### config.mk
export PLATFORM = sky130hd
export DESIGN_NAME = vga_timing_out
export DESIGN_NICKNAME = d
export VERILOG_FILES = /design/src/rtl/vga_timing_out.sv
export SDC_FILE = /design/constraint.sdc
export NUM_CORES = 1
export LEC_CHECK = 0
export BUFFER_PORTS_ARGS = -buffer_cell sky130_fd_sc_hd__buf_2
export CORE_MARGIN = 3
export CORE_UTILIZATION = 38
export CTS_CLUSTER_DIAMETER = 80
export CTS_CLUSTER_SIZE = 10
export DETAILED_ROUTE_END_ITERATION = 8
export PLACE_DENSITY_LB_ADDON = 0.25
export SYNTH_ARGS = -nofsm -noshare
export SYNTH_HDL_FRONTEND = slang
export SYNTH_SLANG_ARGS = --single-unit
### constraint.sdc
create_clock -name vga_clk -period 2.25 [get_ports vga_clk]
set_input_delay 0.225 -clock vga_clk [delete_from_list [all_inputs] [get_ports vga_clk]]
set_output_delay 0.225 -clock vga_clk [all_outputs]
set_load 0.1 [all_outputs]
### src/rtl/vga_timing_out.sv
// VGA raster timing generator and DAC output stage; sync/blank are delayed PIX_LAT+1 clocks from x_pos/y_pos.
// Optional VGA_TESTPAT_EN replaces pixel_data with eight internal colour bars.
module vga_timing_out #(
    parameter int H_ACTIVE = 640,
    parameter int H_FP     = 16,
    parameter int H_SYNC   = 96,
    parameter int H_BP     = 48,
    parameter int V_ACTIVE = 480,
    parameter int V_FP     = 10,
    parameter int V_SYNC   = 2,
    parameter int V_BP     = 33,
    parameter int SYNC_POL = 0,
    parameter int PIX_LAT  = 1
) (
    input  logic        vga_clk,
    input  logic        vga_rst,
    output logic [9:0]  x_pos,
    output logic [9:0]  y_pos,
    output logic        frame_start,
    input  logic [11:0] pixel_data,
    output logic        vga_hs,
    output logic        vga_vs,
    output logic [3:0]  vga_r,
    output logic [3:0]  vga_g,
    output logic [3:0]  vga_b
);

    localparam int H_TOTAL  = H_ACTIVE + H_FP + H_SYNC + H_BP;
    localparam int V_TOTAL  = V_ACTIVE + V_FP + V_SYNC + V_BP;
    localparam int HS_START = H_ACTIVE + H_FP;
    localparam int HS_END   = HS_START + H_SYNC;
    localparam int VS_START = V_ACTIVE + V_FP;
    localparam int VS_END   = VS_START + V_SYNC;
    localparam logic SYNC_ON = (SYNC_POL != 0);

    logic [9:0] h_cnt;
    logic [9:0] v_cnt;

    always_ff @(posedge vga_clk or posedge vga_rst) begin
        if (vga_rst) begin
            h_cnt <= '0;
            v_cnt <= '0;
        end else if (h_cnt == 10'(H_TOTAL - 1)) begin
            h_cnt <= '0;
            v_cnt <= (v_cnt == 10'(V_TOTAL - 1)) ? '0 : v_cnt + 10'd1;
        end else begin
            h_cnt <= h_cnt + 10'd1;
        end
    end

    always_ff @(posedge vga_clk or posedge vga_rst) begin
        if (vga_rst) begin
            x_pos       <= '0;
            y_pos       <= '0;
            frame_start <= 1'b0;
        end else begin
            x_pos       <= h_cnt;
            y_pos       <= v_cnt;
            frame_start <= (h_cnt == '0) && (v_cnt == '0);
        end
    end

    // Raw timing is taken from x_pos/y_pos, the same position the page is rendering.
    logic active_raw;
    logic hs_raw;
    logic vs_raw;

    assign active_raw = (x_pos < 10'(H_ACTIVE)) && (y_pos < 10'(V_ACTIVE));
    assign hs_raw     = (x_pos >= 10'(HS_START)) && (x_pos < 10'(HS_END));
    assign vs_raw     = (y_pos >= 10'(VS_START)) && (y_pos < 10'(VS_END));

    logic [PIX_LAT-1:0] active_pipe;
    logic [PIX_LAT-1:0] hs_pipe;
    logic [PIX_LAT-1:0] vs_pipe;

    always_ff @(posedge vga_clk or posedge vga_rst) begin
        if (vga_rst) begin
            active_pipe <= '0;
            hs_pipe     <= '0;
            vs_pipe     <= '0;
        end else begin
            active_pipe[0] <= active_raw;
            hs_pipe[0]     <= hs_raw;
            vs_pipe[0]     <= vs_raw;
            for (int i = 1; i < PIX_LAT; i++) begin
                active_pipe[i] <= active_pipe[i-1];
                hs_pipe[i]     <= hs_pipe[i-1];
                vs_pipe[i]     <= vs_pipe[i-1];
            end
        end
    end

    logic        active_d;
    logic        hs_d;
    logic        vs_d;
    logic [11:0] pix_sel;

    assign active_d = active_pipe[PIX_LAT-1];
    assign hs_d     = hs_pipe[PIX_LAT-1];
    assign vs_d     = vs_pipe[PIX_LAT-1];

`ifdef VGA_TESTPAT_EN
    localparam int BAR_W = H_ACTIVE / 8;

    logic [2:0] bar_raw;
    logic [2:0] bar_pipe [PIX_LAT];
    logic [2:0] bar_d;

    assign bar_raw = 3'(x_pos / 10'(BAR_W));
    assign bar_d   = bar_pipe[PIX_LAT-1];

    always_ff @(posedge vga_clk or posedge vga_rst) begin
        if (vga_rst) begin
            for (int i = 0; i < PIX_LAT; i++) bar_pipe[i] <= '0;
        end else begin
            bar_pipe[0] <= bar_raw;
            for (int i = 1; i < PIX_LAT; i++) bar_pipe[i] <= bar_pipe[i-1];
        end
    end

    // Bar order fff, ff0, 0ff, 0f0, f0f, f00, 00f, 000 reduces to one index bit per channel.
    assign pix_sel = {{4{~bar_d[0]}}, {4{~bar_d[2]}}, {4{~bar_d[1]}}};
`else
    assign pix_sel = pixel_data;
`endif

    always_ff @(posedge vga_clk or posedge vga_rst) begin
        if (vga_rst) begin
            vga_hs <= ~SYNC_ON;
            vga_vs <= ~SYNC_ON;
            vga_r  <= '0;
            vga_g  <= '0;
            vga_b  <= '0;
        end else begin
            vga_hs <= hs_d ? SYNC_ON : ~SYNC_ON;
            vga_vs <= vs_d ? SYNC_ON : ~SYNC_ON;
            vga_r  <= active_d ? pix_sel[3:0]  : 4'h0;
            vga_g  <= active_d ? pix_sel[7:4]  : 4'h0;
            vga_b  <= active_d ? pix_sel[11:8] : 4'h0;
        end
    end

endmodule

==> impl_metrics.prom <==
# TYPE chip_impl_metric gauge
chip_impl_metric{name="synth.distinct_cells",unit=""} 38
chip_impl_metric{name="static-leakage-power",unit="nW"} 1.37
chip_impl_metric{name="pin_count",unit=""} 49
chip_impl_metric{name="swShare",unit="%"} 21.9
chip_impl_metric{name="power",unit="mW"} 2.18
chip_impl_metric{name="fp.dieH",unit="µm"} 81.3
chip_impl_info{name="leading_cell_types_by_total_area_after_synthesis",value="sky130_fd_sc_hd__dfrtp_1 (65%), sky130_fd_sc_hd__and2_1 (3.8%), sky130_fd_sc_hd__dfstp_2 (2.4%)"} 1
chip_impl_metric{name="diode_insertion_count_for_antenna_repair",unit=""} 0
chip_impl_metric{name="synth_warnings",unit=""} 0
chip_impl_metric{name="worst_slew_pin_slew",unit="ps"} 569
chip_impl_metric{name="antenna_left",unit=""} 0
chip_impl_metric{name="synth.net_count",unit=""} 182
chip_impl_info{name="layout_commonest_cell",value="sky130_fd_sc_hd__dfrtp_1"} 1
chip_impl_metric{name="route.detailed.vias_per_inst",unit=""} 4.72
chip_impl_metric{name="slew_viols_final",unit=""} 0
chip_impl_metric{name="synth.avg_cell_area",unit="µm²"} 13.1
chip_impl_metric{name="critical_path.max_fanout",unit=""} 12
chip_impl_metric{name="drive_above_1_share",unit="%"} 31.0
chip_impl_info{name="synth_top_area_cell",value="sky130_fd_sc_hd__dfrtp_1"} 1
chip_impl_metric{name="vdd_ir_drop_max",unit="mV"} 0.403
chip_impl_metric{name="grt_first_pass_wirelength",unit="µm"} 6570
chip_impl_metric{name="min_period_over_period",unit="%"} 84.3
chip_impl_metric{name="required",unit="ps"} 2460
chip_impl_metric{name="timing.max_slew.rel_slack",unit="%"} 62.0
chip_impl_metric{name="power.combinational.fraction",unit="%"} 6.3
chip_impl_metric{name="max_freq",unit="MHz"} 527
chip_impl_metric{name="std_cell_rows",unit=""} 26
chip_impl_metric{name="floorplan.core_area",unit="µm²"} 5300
chip_impl_metric{name="pwr-share-seq",unit="%"} 48.4
chip_impl_info{name="status",value="complete, no violations"} 1
chip_impl_metric{name="detailedRoute.firstPassIterationCount",unit=""} 4
chip_impl_info{name="clock_tree.root_cell",value="sky130_fd_sc_hd__clkbuf_8"} 1
chip_impl_info{name="tritoncts_clock_tree",value="built"} 1
chip_impl_metric{name="antenna_found_initial",unit=""} 0
chip_impl_metric{name="final_hold_violating_endpoints",unit=""} 0
chip_impl_metric{name="r2r_setup_slack",unit="ps"} 350
chip_impl_metric{name="gr-total-overflow",unit=""} 0
chip_impl_info{name="layout.cells.most_common_list",value="sky130_fd_sc_hd__dfrtp_1 (56), sky130_fd_sc_hd__buf_2 (48), sky130_fd_sc_hd__and2_1 (13), sky130_fd_sc_hd__nor2_1 (9), sky130_fd_sc_hd__clkbuf_8 (9)"} 1
chip_impl_metric{name="drcViolationCount",unit=""} 0
chip_impl_metric{name="synthesized_area",unit="µm²"} 2160
chip_impl_metric{name="fill_cells",unit=""} 472
chip_impl_metric{name="maximum_number_of_pins_on_one_net_before_global_route_repair",unit=""} 33
chip_impl_metric{name="synth_enable_flop_cells",unit=""} 0
chip_impl_metric{name="clock_power_share",unit="%"} 45.3
chip_impl_metric{name="cellInternalPower",unit="mW"} 1.70
chip_impl_metric{name="dr.first_iter.drc_count",unit=""} 30
chip_impl_metric{name="design.die.area",unit="µm²"} 6610
chip_impl_metric{name="netlist.area_leader.share",unit="%"} 65.0
chip_impl_metric{name="cts_buffer_depth",unit=""} 2
chip_impl_metric{name="die_w",unit="µm"} 81.3
chip_impl_metric{name="final_cell_count_no_fill",unit=""} 296
chip_impl_metric{name="synth-async-reset-ratio",unit="%"} 100
chip_impl_metric{name="cts_resized",unit=""} 0
chip_impl_info{name="postSynth.topFlopCell",value="sky130_fd_sc_hd__dfrtp_1"} 1
chip_impl_metric{name="power.switching",unit="mW"} 0.478
chip_impl_metric{name="wl",unit="µm"} 3920
chip_impl_metric{name="max-cap-violations",unit=""} 0
chip_impl_metric{name="setup_tns",unit="ps"} 0
chip_impl_metric{name="cts_setup_buffers",unit=""} 0
chip_impl_metric{name="min_period",unit="ps"} 1900
chip_impl_info{name="holdCritPathClass",value="input port to register"} 1
chip_impl_metric{name="num-nets-final",unit=""} 239
chip_impl_metric{name="sequential_area_share_after_synthesis",unit="%"} 67.4
chip_impl_metric{name="dr_total_vias",unit=""} 1396
chip_impl_metric{name="clock_sink_count",unit=""} 58
chip_impl_metric{name="hpwl",unit="µm"} 2780
chip_impl_metric{name="power-per-cell-area",unit="nW/µm²"} 811
chip_impl_metric{name="final_util",unit="%"} 50.7
chip_impl_metric{name="post_drt_wl_per_cell",unit="µm"} 13.3
chip_impl_metric{name="dpl_cells",unit=""} 279
chip_impl_metric{name="worst_skew_pair.late_latency",unit="ps"} 320
chip_impl_metric{name="worst_ep_arrival_time",unit="ps"} 2110
chip_impl_metric{name="cts_max_level",unit=""} 3
chip_impl_metric{name="grt_pass1_vias",unit=""} 1448
chip_impl_metric{name="syn-instance-count",unit=""} 164
chip_impl_metric{name="number_of_buffers_added_on_ports",unit=""} 48
chip_impl_metric{name="post_place_cell_area",unit="µm²"} 2480
chip_impl_metric{name="areaGrowthSynthToFinish",unit="%"} 24.8
chip_impl_metric{name="effective_utilization_at_floorplan",unit="%"} 40.7
chip_impl_metric{name="track_usage",unit="%"} 13.4
chip_impl_info{name="critical_path_class",value="register to register"} 1
chip_impl_info{name="timing.critical_path.to_type",value="register"} 1
chip_impl_metric{name="cts_buffers",unit=""} 9
chip_impl_info{name="startpoint_type",value="register"} 1
chip_impl_metric{name="cts_hold_buf",unit=""} 1
chip_impl_metric{name="gp_congestion",unit=""} 0.837
chip_impl_info{name="grt_setup_unrepaired",value="no"} 1
chip_impl_metric{name="final_area",unit="µm²"} 2690
chip_impl_metric{name="timing.clock.skew",unit="ps"} 6.30
chip_impl_metric{name="clk_pin_slew",unit="ps"} 60
chip_impl_metric{name="synth_seq_cells",unit=""} 58
chip_impl_metric{name="setup_violating_endpoint_count_in_the_final_report",unit=""} 0
-- path summary, 6_finish.rpt --
check,start,depth (start not counted),to
max in group asynchronous,vga_rst,4,vga_vs
hold reg to reg,hs_d,1,vga_hs
setup / recovery,h_cnt[0],5,v_cnt[4]
min in group asynchronous,vga_rst,3,hs_d
setup reg to reg,h_cnt[0],5,v_cnt[4]
hold / removal,pixel_data[3],2,vga_r[3]
-- cell families after synthesis --
family	after synthesis	share of synthesized area, %
and+or+nand+nor	65	17.6
DFF	58	67.4
AOI/OAI and AO/OA	13	4.12
buffers and inverters	11	2.50
xor gates and xnor gates	9	3.66
muxes	4	2.38
adders and majority gates	4	2.32
-- registers in the layout, indices dropped and copies added (netlist names) --
| name | count |
|---|---|
| h_cnt | 10 |
| v_cnt | 10 |
| x_pos | 10 |
| y_pos | 10 |
| vga_b | 4 |
| vga_g | 4 |
| vga_r | 4 |
| active_d | 1 |
| frame_start | 1 |
| hs_d | 1 |
| vga_hs | 1 |
| vga_vs | 1 |
| vs_d | 1 |
-- layer usage --
layer / track usage (%) / wire [µm] / vias to the layer above
li1: - / - / 683
met1: 15.9 / 1770 / 662
met2: 20.6 / 1770 / 46
met3: 6.54 / 331 / 5
met4: 5.91 / 55 / 0
met5: 0 / 0 / -
-- metrics by stage --
step	hold slack [ps]	worst slack (ps)
6_report	113	353
2_1_floorplan	337	571
3_3_place_gp	317	424
5_1_grt	93.5	207
4_1_cts	95.4	357
3_5_place_dp	319	376
-- worst max-delay path, cell delays in order, from the launching register on --
cell and delay [ps]:
sky130_fd_sc_hd__dfrtp_1 440, sky130_fd_sc_hd__ha_1 240, sky130_fd_sc_hd__and4_1 310, sky130_fd_sc_hd__and4_4 350
sky130_fd_sc_hd__nand4_2 130, sky130_fd_sc_hd__mux2_4 310
-- synth_stat cells (3+ instances only) --
library cell,instances
sky130_fd_sc_hd__a31oi_1,5
sky130_fd_sc_hd__and2_1,13
sky130_fd_sc_hd__and3_1,6
sky130_fd_sc_hd__and4_1,4
sky130_fd_sc_hd__dfrtp_1,56
sky130_fd_sc_hd__ha_1,4
sky130_fd_sc_hd__inv_1,7
sky130_fd_sc_hd__nand2_1,7
sky130_fd_sc_hd__nand3_1,8
sky130_fd_sc_hd__nand4_1,3
sky130_fd_sc_hd__nor2_1,9
sky130_fd_sc_hd__nor3_1,5
sky130_fd_sc_hd__xnor2_1,3
sky130_fd_sc_hd__xor2_1,6
-- area by class of cell --
class	instances	area, µm²	area share [%]
timing repair buffer	50	270	10.0
multi-input combinational	95	648	24.1
inverter	7	26.3	0.977
sequential	58	1450	54.0
tap	70	87.6	3.26
clock buffer	13	139	5.16
clock inverter	3	65.1	2.42
-- power by group through the flow --
stage | logic (mW) | registers, mW | clock network (mW)
after floorplan | 0.0225 | 1.16 | 0
after global placement | 0.138 | 1.08 | 0
after detailed placement | 0.138 | 1.08 | 0
after CTS | 0.140 | 1.06 | 1.02
after global routing | 0.147 | 1.06 | 1.07
final | 0.137 | 1.06 | 0.987
No activity file was read; power rests on OpenSTA's default activity.
